[config.mk]
export PLATFORM = sky130hd
export DESIGN_NAME = dnn2ami_req_arbiter_flat
export DESIGN_NICKNAME = d
export VERILOG_FILES = /design/src/rtl/dnn2ami_arb_pkg.sv /design/src/rtl/dnn2ami_req_arbiter_if.sv /design/src/rtl/dnn2ami_credit_counter.sv /design/src/rtl/dnn2ami_req_arbiter.sv /design/src/flat_wrapper.sv
export VERILOG_INCLUDE_DIRS = /design/src /design/src/rtl
export SDC_FILE = /design/constraint.sdc
export NUM_CORES = 1
export LEC_CHECK = 0
export CAP_MARGIN = 20
export CELL_PAD_IN_SITES_DETAIL_PLACEMENT = 0
export CELL_PAD_IN_SITES_GLOBAL_PLACEMENT = 1
export CORE_MARGIN = 3
export CORE_UTILIZATION = 19
export DETAILED_ROUTE_END_ITERATION = 12
export PLACE_DENSITY = 0.88
export SKIP_CTS_REPAIR_TIMING = 1
export SLEW_MARGIN = 20
export SYNTH_ARGS = -nofsm -noshare
export SYNTH_HDL_FRONTEND = slang
export SYNTH_SLANG_ARGS = --single-unit
[constraint.sdc]
create_clock -name clk -period 3 [get_ports clk]
set_input_delay 0.6 -clock clk [delete_from_list [all_inputs] [get_ports clk]]
set_output_delay 0.6 -clock clk [all_outputs]
set_load 0.01 [all_outputs]
[src/rtl/AMITypes.sv]
// AMI request-bus layout shared by every block that drives or sinks AMI requests.
// Field macros are listed LSB-first; the total width is their sum.
`ifndef AMITYPES_SV
`define AMITYPES_SV
`define AMI_REQ_ADDR_W        32
`define AMI_REQ_DATA_W        24
`define AMI_REQ_SIZE_W        6
`define AMI_REQ_ISWRITE_W     1
`define AMI_REQ_VALID_W       1
`define AMI_REQUEST_BUS_WIDTH (`AMI_REQ_ADDR_W + `AMI_REQ_DATA_W + `AMI_REQ_SIZE_W + `AMI_REQ_ISWRITE_W + `AMI_REQ_VALID_W)
`endif

[src/rtl/dnn2ami_arb_pkg.sv]
// Shared owner-state encoding and parameter defaults for the DNN-to-AMI request arbiter.
`ifndef AMI_REQUEST_BUS_WIDTH
`include "AMITypes.sv"
`endif
package dnn2ami_arb_pkg;

   localparam int AMI_REQ_W              = `AMI_REQUEST_BUS_WIDTH;
   localparam int MAX_RD_OUTSTANDING_DEF = 16;
   localparam int WR_BURST_MAX_DEF       = 8;
   localparam int CNT_W_DEF              = 5;

   typedef enum logic [1:0] {
      ST_IDLE = 2'd0,
      ST_RD   = 2'd1,
      ST_WR   = 2'd2
   } owner_e;

endpackage

[src/rtl/dnn2ami_req_arbiter_if.sv]
// Request/grant bundle between the read/write request paths, the arbiter and the AMI port.
interface dnn2ami_req_arbiter_if
   import dnn2ami_arb_pkg::*;
#(
   parameter int W = AMI_REQ_W
);
   logic         rd_reqValid;
   logic [W-1:0] rd_reqOut;
   logic         rd_grant;
   logic         wr_reqValid;
   logic [W-1:0] wr_reqOut;
   logic         wr_grant;
   logic         reqValid;
   logic [W-1:0] reqOut;
   logic         reqOut_grant;
   logic         rd_rsp_valid;

   // Arbiter side
   modport slave (
      input  rd_reqValid, rd_reqOut, wr_reqValid, wr_reqOut, reqOut_grant, rd_rsp_valid,
      output rd_grant, wr_grant, reqValid, reqOut
   );

   // Request sources and memory port side
   modport master (
      output rd_reqValid, rd_reqOut, wr_reqValid, wr_reqOut, reqOut_grant, rd_rsp_valid,
      input  rd_grant, wr_grant, reqValid, reqOut
   );
endinterface

[src/rtl/dnn2ami_credit_counter.sv]
// Outstanding-read credit counter with a sticky underflow flag; updates one cycle after inc/dec.
// Saturates at both ends rather than wrapping; has_credit is combinational from the count.
module dnn2ami_credit_counter #(
   parameter int CNT_W = 5,
   parameter int MAX   = 16
) (
   input  logic             clk,
   input  logic             rst,
   input  logic             inc,
   input  logic             dec,
   output logic [CNT_W-1:0] cnt,
   output logic             has_credit,
   output logic             err_underflow
);
   localparam logic [CNT_W-1:0] MAX_C = CNT_W'(MAX);

   assign has_credit = (cnt < MAX_C);

   always_ff @(posedge clk) begin
      if (rst) begin
         cnt           <= '0;
         err_underflow <= 1'b0;
      end else begin
         if (inc && !dec && (cnt != '1)) begin
            cnt <= cnt + 1'b1;
         end else if (dec && !inc && (cnt != '0)) begin
            cnt <= cnt - 1'b1;
         end
         // A response with nothing outstanding is a protocol error upstream.
         if (dec && (cnt == '0)) begin
            err_underflow <= 1'b1;
         end
      end
   end
endmodule

[src/rtl/dnn2ami_req_arbiter.sv]
// Arbitrates read and write request paths onto one AMI request port; grants are combinational,
// one idle cycle of arbitration from IDLE; reads are credit-limited, writes burst-limited when reads wait.
module dnn2ami_req_arbiter
   import dnn2ami_arb_pkg::*;
#(
   parameter int MAX_RD_OUTSTANDING = MAX_RD_OUTSTANDING_DEF,
   parameter int WR_BURST_MAX       = WR_BURST_MAX_DEF,
   parameter int CNT_W              = CNT_W_DEF
) (
   input  logic                 clk,
   input  logic                 rst,
   dnn2ami_req_arbiter_if.slave bus,
   output logic [CNT_W-1:0]     rd_outstanding,
   output logic                 err_underflow
);
   localparam int              BW          = $clog2(WR_BURST_MAX + 1);
   localparam logic [BW-1:0]   BURST_LAST  = BW'(WR_BURST_MAX - 1);
   localparam logic [BW-1:0]   BURST_CAP   = BW'(WR_BURST_MAX);

   owner_e              state;
   owner_e              last_served;
   logic [BW-1:0]       burst_cnt;
   logic                has_credit;
   logic                rd_eligible;
   logic                req_vld;
   logic [AMI_REQ_W-1:0] req_dat;
   logic                rd_gnt;
   logic                wr_gnt;

   dnn2ami_credit_counter #(
      .CNT_W (CNT_W),
      .MAX   (MAX_RD_OUTSTANDING)
   ) u_credit (
      .clk           (clk),
      .rst           (rst),
      .inc           (rd_gnt),
      .dec           (bus.rd_rsp_valid),
      .cnt           (rd_outstanding),
      .has_credit    (has_credit),
      .err_underflow (err_underflow)
   );

   assign rd_eligible = bus.rd_reqValid && has_credit;

   // Request is masked while reset is held so nothing is offered before the FSM is known.
   always_comb begin
      req_vld = 1'b0;
      req_dat = '0;
      case (state)
         ST_RD: begin
            req_vld = rd_eligible;
            req_dat = bus.rd_reqOut;
         end
         ST_WR: begin
            req_vld = bus.wr_reqValid;
            req_dat = bus.wr_reqOut;
         end
         default: begin
            req_vld = 1'b0;
            req_dat = '0;
         end
      endcase
      if (rst) begin
         req_vld = 1'b0;
      end
   end

   assign rd_gnt       = (state == ST_RD) && req_vld && bus.reqOut_grant;
   assign wr_gnt       = (state == ST_WR) && req_vld && bus.reqOut_grant;
   assign bus.reqValid = req_vld;
   assign bus.reqOut   = req_dat;
   assign bus.rd_grant = rd_gnt;
   assign bus.wr_grant = wr_gnt;

   always_ff @(posedge clk) begin
      if (rst) begin
         state       <= ST_IDLE;
         last_served <= ST_RD;
         burst_cnt   <= '0;
      end else begin
         case (state)
            ST_IDLE: begin
               burst_cnt <= '0;
               if (bus.wr_reqValid && (!rd_eligible || (last_served == ST_RD))) begin
                  state <= ST_WR;
               end else if (rd_eligible) begin
                  state <= ST_RD;
               end
            end
            ST_RD: begin
               if ((rd_gnt && bus.wr_reqValid) || !rd_eligible) begin
                  state       <= bus.wr_reqValid ? ST_WR : ST_IDLE;
                  last_served <= ST_RD;
                  burst_cnt   <= '0;
               end
            end
            ST_WR: begin
               // The burst limit only bites when a read is actually waiting.
               if (wr_gnt && (burst_cnt >= BURST_LAST) && rd_eligible) begin
                  state       <= ST_RD;
                  last_served <= ST_WR;
               end else if (!bus.wr_reqValid) begin
                  state       <= rd_eligible ? ST_RD : ST_IDLE;
                  last_served <= ST_WR;
               end else if (wr_gnt && (burst_cnt != BURST_CAP)) begin
                  burst_cnt <= burst_cnt + 1'b1;
               end
            end
            default: begin
               state <= ST_IDLE;
            end
         endcase
      end
   end
endmodule

[src/flat_wrapper.sv]
// flat-port wrapper written by rule: the top's interface ports become plain ports
module dnn2ami_req_arbiter_flat import dnn2ami_arb_pkg::*;
#(
   parameter int MAX_RD_OUTSTANDING = MAX_RD_OUTSTANDING_DEF,
   parameter int WR_BURST_MAX       = WR_BURST_MAX_DEF,
   parameter int CNT_W              = CNT_W_DEF
)
  (clk, rst, rd_outstanding, err_underflow, bus_rd_reqValid, bus_rd_reqOut, bus_wr_reqValid, bus_wr_reqOut, bus_reqOut_grant, bus_rd_rsp_valid, bus_rd_grant, bus_wr_grant, bus_reqValid, bus_reqOut);
  dnn2ami_req_arbiter_if #(.W(AMI_REQ_W)) bus_i ();
  input  logic clk;
  input  logic rst;
  output logic [CNT_W-1:0] rd_outstanding;
  output logic err_underflow;
  input wire logic [$bits(bus_i.rd_reqValid)-1:0] bus_rd_reqValid;
  input wire logic [$bits(bus_i.rd_reqOut)-1:0] bus_rd_reqOut;
  input wire logic [$bits(bus_i.wr_reqValid)-1:0] bus_wr_reqValid;
  input wire logic [$bits(bus_i.wr_reqOut)-1:0] bus_wr_reqOut;
  input wire logic [$bits(bus_i.reqOut_grant)-1:0] bus_reqOut_grant;
  input wire logic [$bits(bus_i.rd_rsp_valid)-1:0] bus_rd_rsp_valid;
  output wire logic [$bits(bus_i.rd_grant)-1:0] bus_rd_grant;
  output wire logic [$bits(bus_i.wr_grant)-1:0] bus_wr_grant;
  output wire logic [$bits(bus_i.reqValid)-1:0] bus_reqValid;
  output wire logic [$bits(bus_i.reqOut)-1:0] bus_reqOut;
  assign bus_i.rd_reqValid = bus_rd_reqValid;
  assign bus_i.rd_reqOut = bus_rd_reqOut;
  assign bus_i.wr_reqValid = bus_wr_reqValid;
  assign bus_i.wr_reqOut = bus_wr_reqOut;
  assign bus_i.reqOut_grant = bus_reqOut_grant;
  assign bus_i.rd_rsp_valid = bus_rd_rsp_valid;
  assign bus_rd_grant = bus_i.rd_grant;
  assign bus_wr_grant = bus_i.wr_grant;
  assign bus_reqValid = bus_i.reqValid;
  assign bus_reqOut = bus_i.reqOut;
  dnn2ami_req_arbiter #(.MAX_RD_OUTSTANDING(MAX_RD_OUTSTANDING), .WR_BURST_MAX(WR_BURST_MAX), .CNT_W(CNT_W)) u_core (.clk(clk), .rst(rst), .bus(bus_i), .rd_outstanding(rd_outstanding), .err_underflow(err_underflow));
endmodule
==> out/qor.csv <==
stage,metric,value,unit
outcome,status,finished clean,
sta,tightest_slew,0.436,ns
detailed_routing,drc,0,
critical_path,start_kind,flop,
final_layout,finalNonFillerCells,608,
cts,cts_tree,built,
detailed_routing,drtAntennaViolNets,0,
sta,fin_skew,0.00417,ns
cts,cts-root-buf,clkbuf_8,
detailed_routing,dr.pass1.iters,4,
grt,grt_pass1_vias,2922,
place,dp.cells,604,
cts,path_clk_slew,0.06,ns
sta,max_freq,0.355,GHz
place,placed_area,4330,um2
die,die_area,12300,um2
sta,min_period_over_period,0.939,
place,gp_congestion,0.849,
sta,setup_tns,0,ns
critical_path,crit_type,reg -> out,
logic_synthesis,synthArstFlopShare,0,
logic_synthesis,synthTopCellsByCount,"nor2b_1, a22oi_1, clkbuf_1, dfxtp_1",
die,core_area,10500,um2
logic_synthesis,synth.most_common_cell,nor2b_1,
cts,htree_levels,1,
sta,drv_slew,0,
sta,finalWorstSetupSlack,0.184,ns
final_layout,drive_gt1_frac,0.0636,
cts,clock-sinks,14,
sta,hold_viol,0,
final_layout,final_area,4380,um2
logic_synthesis,yosysUniqueCellTypes,50,
power_and_ir_drop,vdd_drop_max,0.000217,V
critical_path,crit_path_end_kind,output pin,
detailed_routing,post_drt_wl_per_cell,15.3,um
final_layout,antennaDiodeCount,0,
logic_synthesis,synthFlopType,dfxtp_1,
final_layout,areaGrowthSynthToFinish,110,%
sta,min_period,2.82,ns
grt,grt_antenna_before_repair,0,
logic_synthesis,synth_area_leader_cell,a22oi_1,
logic_synthesis,syn_area,2090,um2
logic_synthesis,avgSynthCellArea,7.63,um2
die,placementRows,37,
logic_synthesis,synth_warnings,0,
detailed_routing,wirelength,9.28,mm
place,io_buffers,206,
logic_synthesis,synth_area_leaders,"a22oi_1, nor2b_1, dfxtp_1",
grt,grtUsageTotal,0.141,
critical_path,worstPathMaxFanout,42,
job,drv_cap,0,
detailed_routing,vias,2886,
critical_path,crit_arrival,2.22,ns
final_layout,fin_nets,617,
place,dp_hpwl,7.47,mm
sta,timing.hold.ws,0.441,ns
sta,max_slew_margin,0.709,
logic_synthesis,syn-num-nets,418,
final_layout,finalCoreUtilization,0.417,
cts,clockBufferDepth,2,
sta,setup_viol,0,
power_and_ir_drop,pwr_density_cell,405,nW/um2
place,pre_cts_slack,0.0231,ns
grt,grt-ovfl-total,0,
cts,numCtsBuffers,3,
detailed_routing,routed_via_density,4.75,
cts,worst_skew_pair.late_latency,0.25,ns
die,fp.dieH,111,um
detailed_routing,drtIter0Drc,230,
logic_synthesis,synth_top_area_frac,0.230,
die,start_util,0.199,
grt,grt_pass1_wl,14.8,mm
logic_synthesis,syn_inst,274,
power_and_ir_drop,p_leak,1.50,nW
die,io_pins,207,
grt,grt_max_degree,56,
sta,rsz0062_at_grt,false,
die,die_x,111,um
power_and_ir_drop,finalPower,1.78,mW
logic_synthesis,ys_seq_area_frac,0.134,
critical_path,cp.required,2.40,ns
worst_hold_path,hold_path.class,reg -> reg,
logic_synthesis,ys_seq_elements,14,
logic_synthesis,synth_edf_count,0,
flip-flops by register name (all words and copies together) (netlist names):
signal / count
u_core.burst_cnt: 4
u_core.last_served: 2
u_core.u_credit.err_underflow: 1
u_core.state: 2
u_core.u_credit.cnt: 5
path summary, 6_finish.rpt:
kind,slack (ns),depth (start not counted),end,start
worst min register to register,0.44,2,u_core.last_served[1],u_core.last_served[1]
worst max-delay path,0.18,6,bus_reqOut[17],u_core.state[0]
worst min-delay path,0.44,2,u_core.last_served[1],u_core.last_served[1]
worst max register to register,0.29,11,u_core.u_credit.cnt[4],u_core.state[0]
cell families (layout without fill, tap and decap cells):
group,count (synthesis),count (layout),synth area share
adders and majority gates,10,10,0.0634
xor gates and xnor gates,1,1,0.00419
and+or+nand+nor,107,107,0.311
muxes,7,7,0.0449
DFF,14,14,0.134
buffers and inverters,35,233,0.0712
AOI/OAI and AO/OA,100,100,0.371
report_power, final:
group          switching, mW  leakage, nW  internal (mW)  total [mW]
clock network         0.0709       0.0288          0.116       0.187
registers             0.0452        0.114          0.219       0.265
logic                  0.589         1.36          0.735        1.32
total                  0.705         1.50           1.07        1.78
area by class of cell:
| type | count | area (um2) |
|---|---|---|
| timing repair buffer | 219 | 2170 |
| sequential | 14 | 280 |
| clock buffer | 4 | 55.1 |
| multi-input combinational | 225 | 1670 |
| fill | 1043 | 6130 |
| inverter | 10 | 37.5 |
| tap | 136 | 170 |
worst max-delay path, cell delays in order, from the launching register on:
cell	delay, ns
dfxtp_1	0.34
inv_1	0.09
ha_2	0.21
buf_4	0.38
a22oi_1	0.19
nor2b_1	0.17
clkdlybuf4s50_1	0.56
per-layer routing:
layer  vias to the layer above  part of all wire  track usage
met4                         0            0.0029       0.0107
met3                         2             0.078       0.0306
li1                       1414                 -            -
met5                         -                 0            0
met1                      1347              0.40        0.170
met2                       123              0.51        0.265
placed cells by master, fill, tap and decap left out, types with 5 or more instances in the layout:
master           netlist  layout
dfxtp_1               14      14
nor2_1                 5       5
a22oi_1               64      64
a21o_1                 5       5
buf_4                  0      12
ha_1                   9       7
nand2_1                8       8
a21oi_1                6       6
inv_1                  9       9
clkdlybuf4s50_1        0     206
nor2b_1               69      69
No activity file was read; power rests on OpenSTA's default activity.
